<file path="src/rtl/split_track_pkg.sv">
// split_track_pkg: shared definitions for the address-decoded splitter.
//   state_t      - splitter FSM states (IDLE/BUSY/ERR, fixed encodings)
//   req_width()  - packed request width  {valid, addr, wdata, wstrb}
//   resp_width() - packed response width {rdata, ready}
package split_track_pkg;

  typedef enum logic [1:0] {
    IDLE = 2'd0,
    BUSY = 2'd1,
    ERR  = 2'd2
  } state_t;

  function automatic int req_width(input int addr_w, input int data_w);
    return 1 + addr_w + data_w + data_w / 8;
  endfunction

  function automatic int resp_width(input int data_w);
    return data_w + 1;
  endfunction

endpackage

</file>
<file path="src/rtl/split_decode.sv">
// split_decode: combinational address-to-slave decode.
//   addr_msb in  NB  top NB bits of the request address
//   sel      out NB  selected slave index
//   mapped   out 1   high when sel names an existing slave (sel < N_SLAVES)
module split_decode #(
  parameter int N_SLAVES = 2,
  parameter int NB       = 1
) (
  input  logic [NB-1:0] addr_msb,
  output logic [NB-1:0] sel,
  output logic          mapped
);

  always_comb begin
    sel    = addr_msb;
    mapped = (32'(addr_msb) < 32'(N_SLAVES));
  end

endmodule

</file>
<file path="src/rtl/split_track.sv">
// split_track: 1-to-N splitter on the native valid/ready bus with
// single-outstanding-transaction tracking.
//   clk    in  1                 clock
//   rst    in  1                 asynchronous active-low reset
//   m_req  in  REQ_W             master request {valid, addr, wdata, wstrb}
//   m_resp out RESP_W            master response {rdata, ready}
//   s_req  out N_SLAVES*REQ_W    slave requests, slot k at [k*REQ_W +: REQ_W]
//   s_resp in  N_SLAVES*RESP_W   slave responses, slot k at [k*RESP_W +: RESP_W]
//   err    out 1                 registered pulse on unmapped access or timeout
// Optional: define SPLIT_TIMEOUT_EN to add a BUSY watchdog of TIMEOUT cycles.
module split_track
  import split_track_pkg::*;
#(
  parameter int N_SLAVES = 2,
  parameter int DATA_W   = 32,
  parameter int ADDR_W   = 32,
  parameter int NB       = $clog2(N_SLAVES) + (($clog2(N_SLAVES) == 0) ? 1 : 0),
  parameter int TIMEOUT  = 255,
  localparam int REQ_W   = req_width(ADDR_W, DATA_W),
  localparam int RESP_W  = resp_width(DATA_W)
) (
  input  logic                         clk,
  input  logic                         rst,
  input  logic [REQ_W-1:0]             m_req,
  output logic [RESP_W-1:0]            m_resp,
  output logic [N_SLAVES*REQ_W-1:0]    s_req,
  input  logic [N_SLAVES*RESP_W-1:0]   s_resp,
  output logic                         err
);

  state_t            state, state_d;
  logic [NB-1:0]     sel_reg, sel_d;
  logic [NB-1:0]     dec_sel, route_sel;
  logic              dec_mapped;
  logic              m_valid;
  logic              err_d;
  logic              route_en;
  logic              slot_ready;
  logic [RESP_W-1:0] slot_resp;
  logic [REQ_W-1:0]  fwd_req;

`ifdef SPLIT_TIMEOUT_EN
  localparam int CW = $clog2(TIMEOUT + 1);
  logic [CW-1:0] cnt, cnt_d;
`endif

  assign m_valid = m_req[REQ_W-1];

  split_decode #(
    .N_SLAVES (N_SLAVES),
    .NB       (NB)
  ) u_decode (
    .addr_msb (m_req[REQ_W-2 -: NB]),
    .sel      (dec_sel),
    .mapped   (dec_mapped)
  );

  always_comb begin
    state_d  = state;
    sel_d    = sel_reg;
    err_d    = 1'b0;
    s_req    = '0;
    m_resp   = '0;
    fwd_req  = m_req;
    route_en = 1'b0;
`ifdef SPLIT_TIMEOUT_EN
    cnt_d    = cnt;
`endif

    // While BUSY the captured slave owns the bus regardless of the live address.
    route_sel = (state == BUSY) ? sel_reg : dec_sel;
    slot_resp = '0;
    for (int unsigned k = 0; k < N_SLAVES; k++) begin
      if (k == 32'(route_sel)) slot_resp = s_resp[k*RESP_W +: RESP_W];
    end
    slot_ready = slot_resp[0];

    // Outputs are held at zero for as long as reset is asserted.
    if (rst) begin
      case (state)
        IDLE: begin
          if (m_valid) begin
            if (dec_mapped) begin
              route_en = 1'b1;
              m_resp   = slot_resp;
              sel_d    = dec_sel;
              if (!slot_ready) begin
                state_d = BUSY;
`ifdef SPLIT_TIMEOUT_EN
                cnt_d   = '0;
`endif
              end
            end else begin
              err_d   = 1'b1;
              state_d = ERR;
            end
          end
        end
        BUSY: begin
          route_en = 1'b1;
          m_resp   = slot_resp;
          if (slot_ready) state_d = IDLE;
`ifdef SPLIT_TIMEOUT_EN
          else if (cnt == CW'(TIMEOUT)) begin
            fwd_req[REQ_W-1] = 1'b0;
            m_resp           = RESP_W'(1);
            err_d            = 1'b1;
            state_d          = IDLE;
          end else begin
            cnt_d = cnt + 1'b1;
          end
`endif
        end
        ERR: begin
          m_resp  = RESP_W'(1);
          state_d = IDLE;
        end
        default: state_d = IDLE;
      endcase

      if (route_en) begin
        for (int unsigned k = 0; k < N_SLAVES; k++) begin
          if (k == 32'(route_sel)) s_req[k*REQ_W +: REQ_W] = fwd_req;
        end
      end
    end
  end

  always_ff @(posedge clk or negedge rst) begin
    if (!rst) begin
      state   <= IDLE;
      sel_reg <= '0;
      err     <= 1'b0;
`ifdef SPLIT_TIMEOUT_EN
      cnt     <= '0;
`endif
    end else begin
      state   <= state_d;
      sel_reg <= sel_d;
      err     <= err_d;
`ifdef SPLIT_TIMEOUT_EN
      cnt     <= cnt_d;
`endif
    end
  end

endmodule

</file>
<file path="config.mk">
export PLATFORM = sky130hd
export DESIGN_NAME = split_track
export DESIGN_NICKNAME = d
export VERILOG_FILES = /design/src/rtl/split_track_pkg.sv /design/src/rtl/split_decode.sv /design/src/rtl/split_track.sv
export SDC_FILE = /design/constraint.sdc
export NUM_CORES = 1
export LEC_CHECK = 0
export CORE_AREA = 2 2 120 122
export DETAILED_ROUTE_END_ITERATION = 7
export DIE_AREA = 0 0 122 124
export PLACE_DENSITY = 0.59
export SETUP_SLACK_MARGIN = 0.2
export SLEW_MARGIN = 40
export SYNTH_ARGS = -nofsm -noshare
export SYNTH_HDL_FRONTEND = slang
export SYNTH_SLANG_ARGS = --single-unit
</file>
<file path="constraint.sdc">
create_clock -name clk -period 1.9 [get_ports clk]
set_clock_uncertainty 0.15 [all_clocks]
set_input_delay 0.475 -clock clk [delete_from_list [all_inputs] [get_ports clk]]
set_output_delay 0.475 -clock clk [all_outputs]
set_load 0.01 [all_outputs]
</file>
# Word level (Yosys, flattened, before mapping)

Cells that the tools add are included.

Bits in registers: 3
Input port bits: 137
Output and inout port bits: 172
Logic and storage cells: 26

Equal/unequal tests: 5
Multiplexer cells: 16
Reduce and logical (&&, ||, !) cells: 3

Operators with widths:

| cell                 | number |
|---|---|
| $mux W138            | 2 |
| $mux W69             | 2 |
| $mux W33             | 3 |
| $pmux W33 S3         | 1 |
| $mux W2              | 3 |
| $ne A2 B2 Y1 const B | 3 |
| $pmux W2 S2          | 1 |
| $reduce_and A4 Y1    | 1 |
| $mux W1              | 3 |
| $reduce_and A3 Y1    | 1 |
| $eq A2 B1 Y1 const B | 1 |
| $eq A2 B2 Y1 const B | 1 |
| $logic_not A2 Y1     | 1 |
| $pmux W1 S2          | 1 |

# Depth between registers and ports, before layout

Gate-level depths: netlist (run 1).

Depth after elaboration: 6
Gate-level depth with buffers: 6
Mapped depth without buffers: 3

# By module

Synthesis (run 1) repeated with hierarchy kept, for this count alone.

Cell total of the unflattened synthesis: 373
Area, all modules: 1722.9 um^2

By module, submodules not included:

| module       | instances | cells an instance | area an instance (um^2) | sequential area each (um^2) |
|---|---|---|---|---|
| split_track  | 1         | 370               | 1704.1                  | 100.1 |
| split_decode | 1         | 3                 | 18.8                    | 0.0 |

# Worst setup path before layout (run 1)

Ideal clock, no wire load.

Path type: input to output
From: input port rst
To: output port s_req[106]
Data arrival time: 1.344 ns
Required time: 1.275 ns
Slack: -0.069 ns
Stages on the path: 5
Path buffers: 3
Cell sequence: clkbuf_1 a21boi_2 buf_6 buf_6 and2_1

Cells in the longest elaborated chain, start to end: 1

RTL lines:

| item               | RTL line          | RTL |
|---|---|---|
| start: declaration | split_track.sv:23 | `input logic rst,` |
| $mux W138          | split_track.sv:79 | `if (rst) begin` |
| end: declaration   | split_track.sv:26 | `output logic [N_SLAVES*REQ_W-1:0] s_req,` |

Every way passes these cells.

# Worst setup path in the final report (run 1)

From: register state[0]
To: output port s_req[5]

Cells in the longest elaborated chain, start to end: 5
Elaborated cells between the ends (all ways): 8
Those cells by class: eq/ne (1); mux (6); reduce/logical (1)

RTL lines:

| item                                                    | RTL line                              | RTL |
|---|---|---|
| start: declaration                                      | split_track.sv:31                     | `state_t state, state_d;` |
| start signal: assignment                                | split_track.sv:138                    | `state <= state_d;` |
| $eq A2 B1 Y1 / $logic_not A2 Y1 (equally long branches) | split_track.sv:71, split_track.sv:80  |  |
| $pmux W1 S2 / $mux W1 (equally long branches)           | split_track.sv:80, split_track.sv:71  |  |
| $mux W1 / $mux W69 (equally long branches)              | split_track.sv:79, split_track.sv:123 |  |
| $mux W138 *                                             | split_track.sv:121                    | `if (route_en) begin` |
| $mux W138 *                                             | split_track.sv:79                     |  |

Every way passes the cells marked *; elsewhere a longest branch is shown, timed or not. The select of a mux whose other input is x is not followed.

==> reports/qor.yml, run 1 <==
status: "finished, violations left"
violations: "negative setup slack"
syn-num-nets: 418
dieArea_um2: 15130
routed_via_density: 4.135
fin_hold_ws_ns: 0.1980
drc: 0
cp.arrival_ns: 1.72
yosys.cell_types.count: 22
antenna_cells: 0
finalPower_w: 0.004783
antenna_found_initial: 0
gr-total-overflow: 0
synthFlopType: "dfrtp_1"
htreeDepth: 1
ys_async_sr_fraction_pct: 100.0
dieWidth_um: 122
synth.largest_area_cell: "and2_1"
path_max_fanout: 7
synth_edf_count: 0
clk_pin_slew_ns: 0.03
cts_buffers: 3
dr.pass1.iters: 5
dp_hpwl_um: 9031
synthTopCellsByArea: "and2_1, nand2_1, a21oi_1"
cts-root-buf: "clkbuf_16"
drt-total-wl_um: 14530
netlist_area_um2: 1667
maxSlewViolCount: 0
rsz0062_at_grt: "yes"
maxCapViolations: 0
fp.dieH_um: 124
core_um2: 13720
setup_ws_ns: -0.4482
initialDrtViolationCount: 51
critical_path_class: "flip-flop to output port"
critPathLaunchType: "flip-flop"
grt_usage_pct: 15.13
synth-seq-area-share_pct: 3.003
dr_total_vias: 3333
final-instance-count-excl-fill: 806
syn_inst: 281
peakVddDrop_v: 0.0003916
final_nets: 765
fmax_ghz: 0.4259
avgSynthCellArea_um2: 5.931
cp-end-kind: "output port"
place.port_buffers: 307
boundaryPins: 309
grt_max_degree: 24
clock_path_buffers: 2
yosys.area.top_type_share_pct: 46.92
numClockSinks: 2
syn2layout_area_growth_pct: 292.5
wl_per_cell_um: 18.03
min_period_over_period_pct: 123.6
dp_cells: 757
synth_most_common_cell: "and2_1"
rows: 43
ys_top_cells_by_count: "and2_1, nand2_1, a21oi_1"
hold_path.class: "input pin to async pin"
clk-insertion-delay-late_ns: 0.22
crit_required_ns: 1.27
period_needed_ns: 2.348
yosysWarnings: 0
initial_core_util_pct: 12.15
grt_pass1_wl_um: 17700
p_leak_nw: 3.048
p_per_area_nw_per_um2: 731.1
drive_gt1_share_pct: 72.04
ant_nets: 0
first_global_vias: 3183
gp_congestion: 0.7854
cts_tree: "yes"
setup_violations: 172
hold_violations: 0
ys_ff_latch: 2
[through the flow]
step                      area, um^2  worst slack, ns  setup TNS (ns)  utilization [%]
after floorplan                 2077          0.02592               0                -
after global placement          5346           -1.114         -178.35            38.97
after detailed placement        5346           -1.148         -182.07            38.97
after CTS                       5733          -0.5130          -72.20            41.79
after global routing            6541          -0.4907          -75.93            47.68
final                           6541          -0.4482          -65.57            47.68
[power by group]
part / switching (W) / internal [W] / leakage (nW) / total [W]
combinational: 0.00178 / 0.00259 / 2.99 / 0.00437
sequential: 0.0000424 / 0.0000623 / 0.0215 / 0.000105
clock: 0.0000451 / 0.000267 / 0.0370 / 0.000313
total: 0.00186 / 0.00292 / 3.05 / 0.00478
[final timing paths]
path	start	to	slack, ns	cells past startpoint
worst max-delay path	state[0]$_DFFE_PN0P_	s_req[5]	-0.45	7
worst min-delay path	rst	sel_reg$_DFFE_PN0P_	0.20	2
worst max register to register	state[0]$_DFFE_PN0P_	state[0]$_DFFE_PN0P_	-0.02	7
worst min register to register	sel_reg$_DFFE_PN0P_	sel_reg$_DFFE_PN0P_	0.52	1
max in group asynchronous	rst	state[0]$_DFFE_PN0P_	1.28	2
min in group clk	sel_reg$_DFFE_PN0P_	sel_reg$_DFFE_PN0P_	0.52	1
[final cells by class]
type,count,area (um^2)
Timing Repair Buffer,367,4094
Multi-Input combinational cell,254,2095
Sequential cell,2,52.55
Tap cell,180,225.2
Clock buffer,3,75.07
Fill cell,1289,7178
[cell usage in the layout, fill, tap and decap left out, drive strengths merged]
cell           count
buf              222
and2             134
clkdlybuf4s50    133
nand2             68
a21oi             34
clkbuf            14
mux2               3
nor3b              2
nand3b             2
nor2               2
dfrtp              2
and3               2
mux2i              1
o21ai              1
nor2b              1
a21boi             1
o21a               1
a311oi             1
conb               1
clkdlybuf4s15      1
[repair_timing]
action / in CTS / in global routing
endpoints found under the setup margin: 172 / 172
setup buffers: 18 / 5
resized for setup: 696 / 268
pin swaps: 26 / 59
hold buffers: 0 / 0
cloned: 11 / 12
[cell families after synthesis]
| kind of cell | after synthesis | synth area share, % |
|---|---|---|
| compound gates | 38 | 12.24 |
| flops | 2 | 3.003 |
| other cells | 1 | 0.2250 |
| buf+inv | 26 | 10.81 |
| simple gates | 211 | 70.80 |
| mux | 3 | 2.928 |
[worst max-delay path, cell delays in order (launching register included)]
cell	delay (ns)
dfrtp_2	0.45
nor2b_4	0.15
o21a_4	0.22
buf_12	0.13
buf_12	0.13
clkbuf_16	0.15
and2_4	0.15
buf_6	0.11
[metal layers]
metal / wire length [um] / track usage [%] / share of wire (%)
met3: 1204 / 4.075 / 8.3
met2: 7711 / 30.66 / 53
met4: 410 / 2.586 / 2.8
met5: 0 / 0 / 0
met1: 5204 / 15.53 / 36
(Power assumes the default switching activity.)
==> run 2: changes to the inputs <==
--- a/config.mk
+++ b/config.mk
@@ -9,7 +9,7 @@
 export DETAILED_ROUTE_END_ITERATION = 7
 export DIE_AREA = 0 0 122 124
 export PLACE_DENSITY = 0.59
-export SETUP_SLACK_MARGIN = 0.2
+export SETUP_SLACK_MARGIN = 0.3
 export SLEW_MARGIN = 40
 export SYNTH_ARGS = -nofsm -noshare
 export SYNTH_HDL_FRONTEND = slang
==> reports/qor.yml, run 2 (synthesis results as in run 1) <==
status: "finished, violations left"
violations: "negative setup slack"
core_um2: 13720
ant_nets: 0
htreeDepth: 1
path_common_cell: "buf_6"
maxSlewViolCount: 0
cp_top_family: "buffers and inverters"
dr.pass1.iters: 4
gp_congestion: 0.7687
crit_required_ns: 1.27
hold_path.class: "input pin to async pin"
fmax_ghz: 0.4128
drive_gt1_share_pct: 70.34
crit_buf_inv: 5
first_global_vias: 3237
syn2layout_area_growth_pct: 302.5
rsz0062_at_grt: "yes"
period_needed_ns: 2.422
finalPower_w: 0.004929
worstRegToRegCells: 5
clk_pin_slew_ns: 0.03
place.port_buffers: 307
numClockSinks: 2
dp_cells: 762
maxCapViolations: 0
hold_violations: 0
dp_hpwl_um: 9533
p_per_area_nw_per_um2: 734.9
dieWidth_um: 122
layout_commonest_cell: "buf_6"
grt_pass1_wl_um: 19240
min_period_over_period_pct: 127.5
cp-end-kind: "output port"
clock_path_buffers: 2
slowest_stage: "dfrtp_2"
path_max_fanout: 7
grt_usage_pct: 16.63
final_cell_mix: "buf_6, clkdlybuf4s50_1, and2_4"
cts_tree: "yes"
ctsHoldBuffers: 0
cts-root-buf: "clkbuf_16"
fp.dieH_um: 124
initial_core_util_pct: 12.15
clk-insertion-delay-late_ns: 0.22
critical_path_class: "flip-flop to output port"
drt-total-wl_um: 14710
fill_cells: 1287
boundaryPins: 309
antenna_found_initial: 1
setup_tns_ns: -70.21
cp.arrival_ns: 1.80
setup_violations: 171
cts_buffers: 3
grt_max_degree: 30
reg2reg_to: "state[0]$_DFFE_PN0P_"
finalCoreUtilization_pct: 48.89
dr_total_vias: 3383
initialDrtViolationCount: 85
gr-total-overflow: 0
critPathLaunchType: "flip-flop"
final-instance-count-excl-fill: 835
drc: 0
critical_path.cell_chain: "nor2b_4, o21a_4, buf_6, buf_12, buf_16, buf_6, and2_4, buf_6"
peakVddDrop_v: 0.0006372
final_nets: 793
dieArea_um2: 15130
p_leak_nw: 3.118
setup_ws_ns: -0.5225
crit_path_max_incr_delay_ns: 0.46
wl_per_cell_um: 17.62
fin_area_um2: 6708
rows: 43
dpl_cell_area_um2: 5378
r2r_start: "state[0]$_DFFE_PN0P_"
reg2reg_slack_ns: 0.13
routed_via_density: 4.051
==> run 2: changes by cell type in the layout (fill, tap and decap cells not counted), sizes merged <==
cell	previous run	this run
clkbuf	14	8
clkdlybuf4s15	1	6
buf	222	249
diode	0	1
dlygate4sd2	0	2
==> run 2: cell type report <==
| class | count | area [um^2] | area share (%) |
|---|---|---|---|
| Antenna cell | 1 | 2.502 | 0.03731 |
| Multi-Input combinational cell | 254 | 2006 | 29.90 |
| Clock buffer | 3 | 75.07 | 1.119 |
| Timing Repair Buffer | 395 | 4347 | 64.80 |
| Sequential cell | 2 | 52.55 | 0.7834 |
| Tap cell | 180 | 225.2 | 3.358 |
==> run 2: metal layers <==
| layer | share of wire, % | global-route usage [%] | routed length (um) |
|---|---|---|---|
| met2 | 54 | 32.61 | 7934 |
| met1 | 37 | 18.28 | 5377 |
| met4 | 2.2 | 4.382 | 329 |
| met3 | 7.3 | 2.930 | 1067 |
| met5 | 0 | 0 | 0 |
==> run 2: how the worst max path moves through the flow <==
stage                                    start          to  slack, ns  cells after the start
after floorplan           state[0]$_DFFE_PN0P_  s_req[106]       0.03                      6
after global placement               m_req[68]   s_req[15]      -1.13                      6
after detailed placement             m_req[67]   s_req[66]      -1.16                      6
after CTS                 state[0]$_DFFE_PN0P_   s_req[58]      -0.56                      8
after global routing      state[0]$_DFFE_PN0P_   s_req[58]      -0.59                      8
final                     state[0]$_DFFE_PN0P_   s_req[18]      -0.52                      8
==> run 2: report_power, final <==
group	internal, W	switching (W)	leakage [nW]	total, W
Combinational	0.00276	0.00176	3.06	0.00452
Sequential	0.0000623	0.0000386	0.0215	0.000101
Clock	0.000267	0.0000438	0.0370	0.000311
Total	0.00309	0.00184	3.12	0.00493
==> run 2: repair_timing <==
item	CTS	global route
pin swaps	36	39
cloned	14	4
gates resized for setup	789	172
setup buffers	35	16
setup endpoints to repair	173	172
==> run 2: worst register-to-register path, stage by stage, from the launching register on <==
cell      delay (ns)
dfrtp_2         0.46
buf_4           0.18
mux2_4          0.33
buf_4           0.16
and3_1          0.18
a311oi_2        0.19
==> run 2: stage by stage <==
step	setup slack, ns	hold WS [ns]
floorplan	0.02592	0.02941
global placement	-1.129	0.5813
detailed placement	-1.160	0.6014
CTS	-0.5604	0.1655
global route	-0.5945	0.1858
finish	-0.5225	0.1757
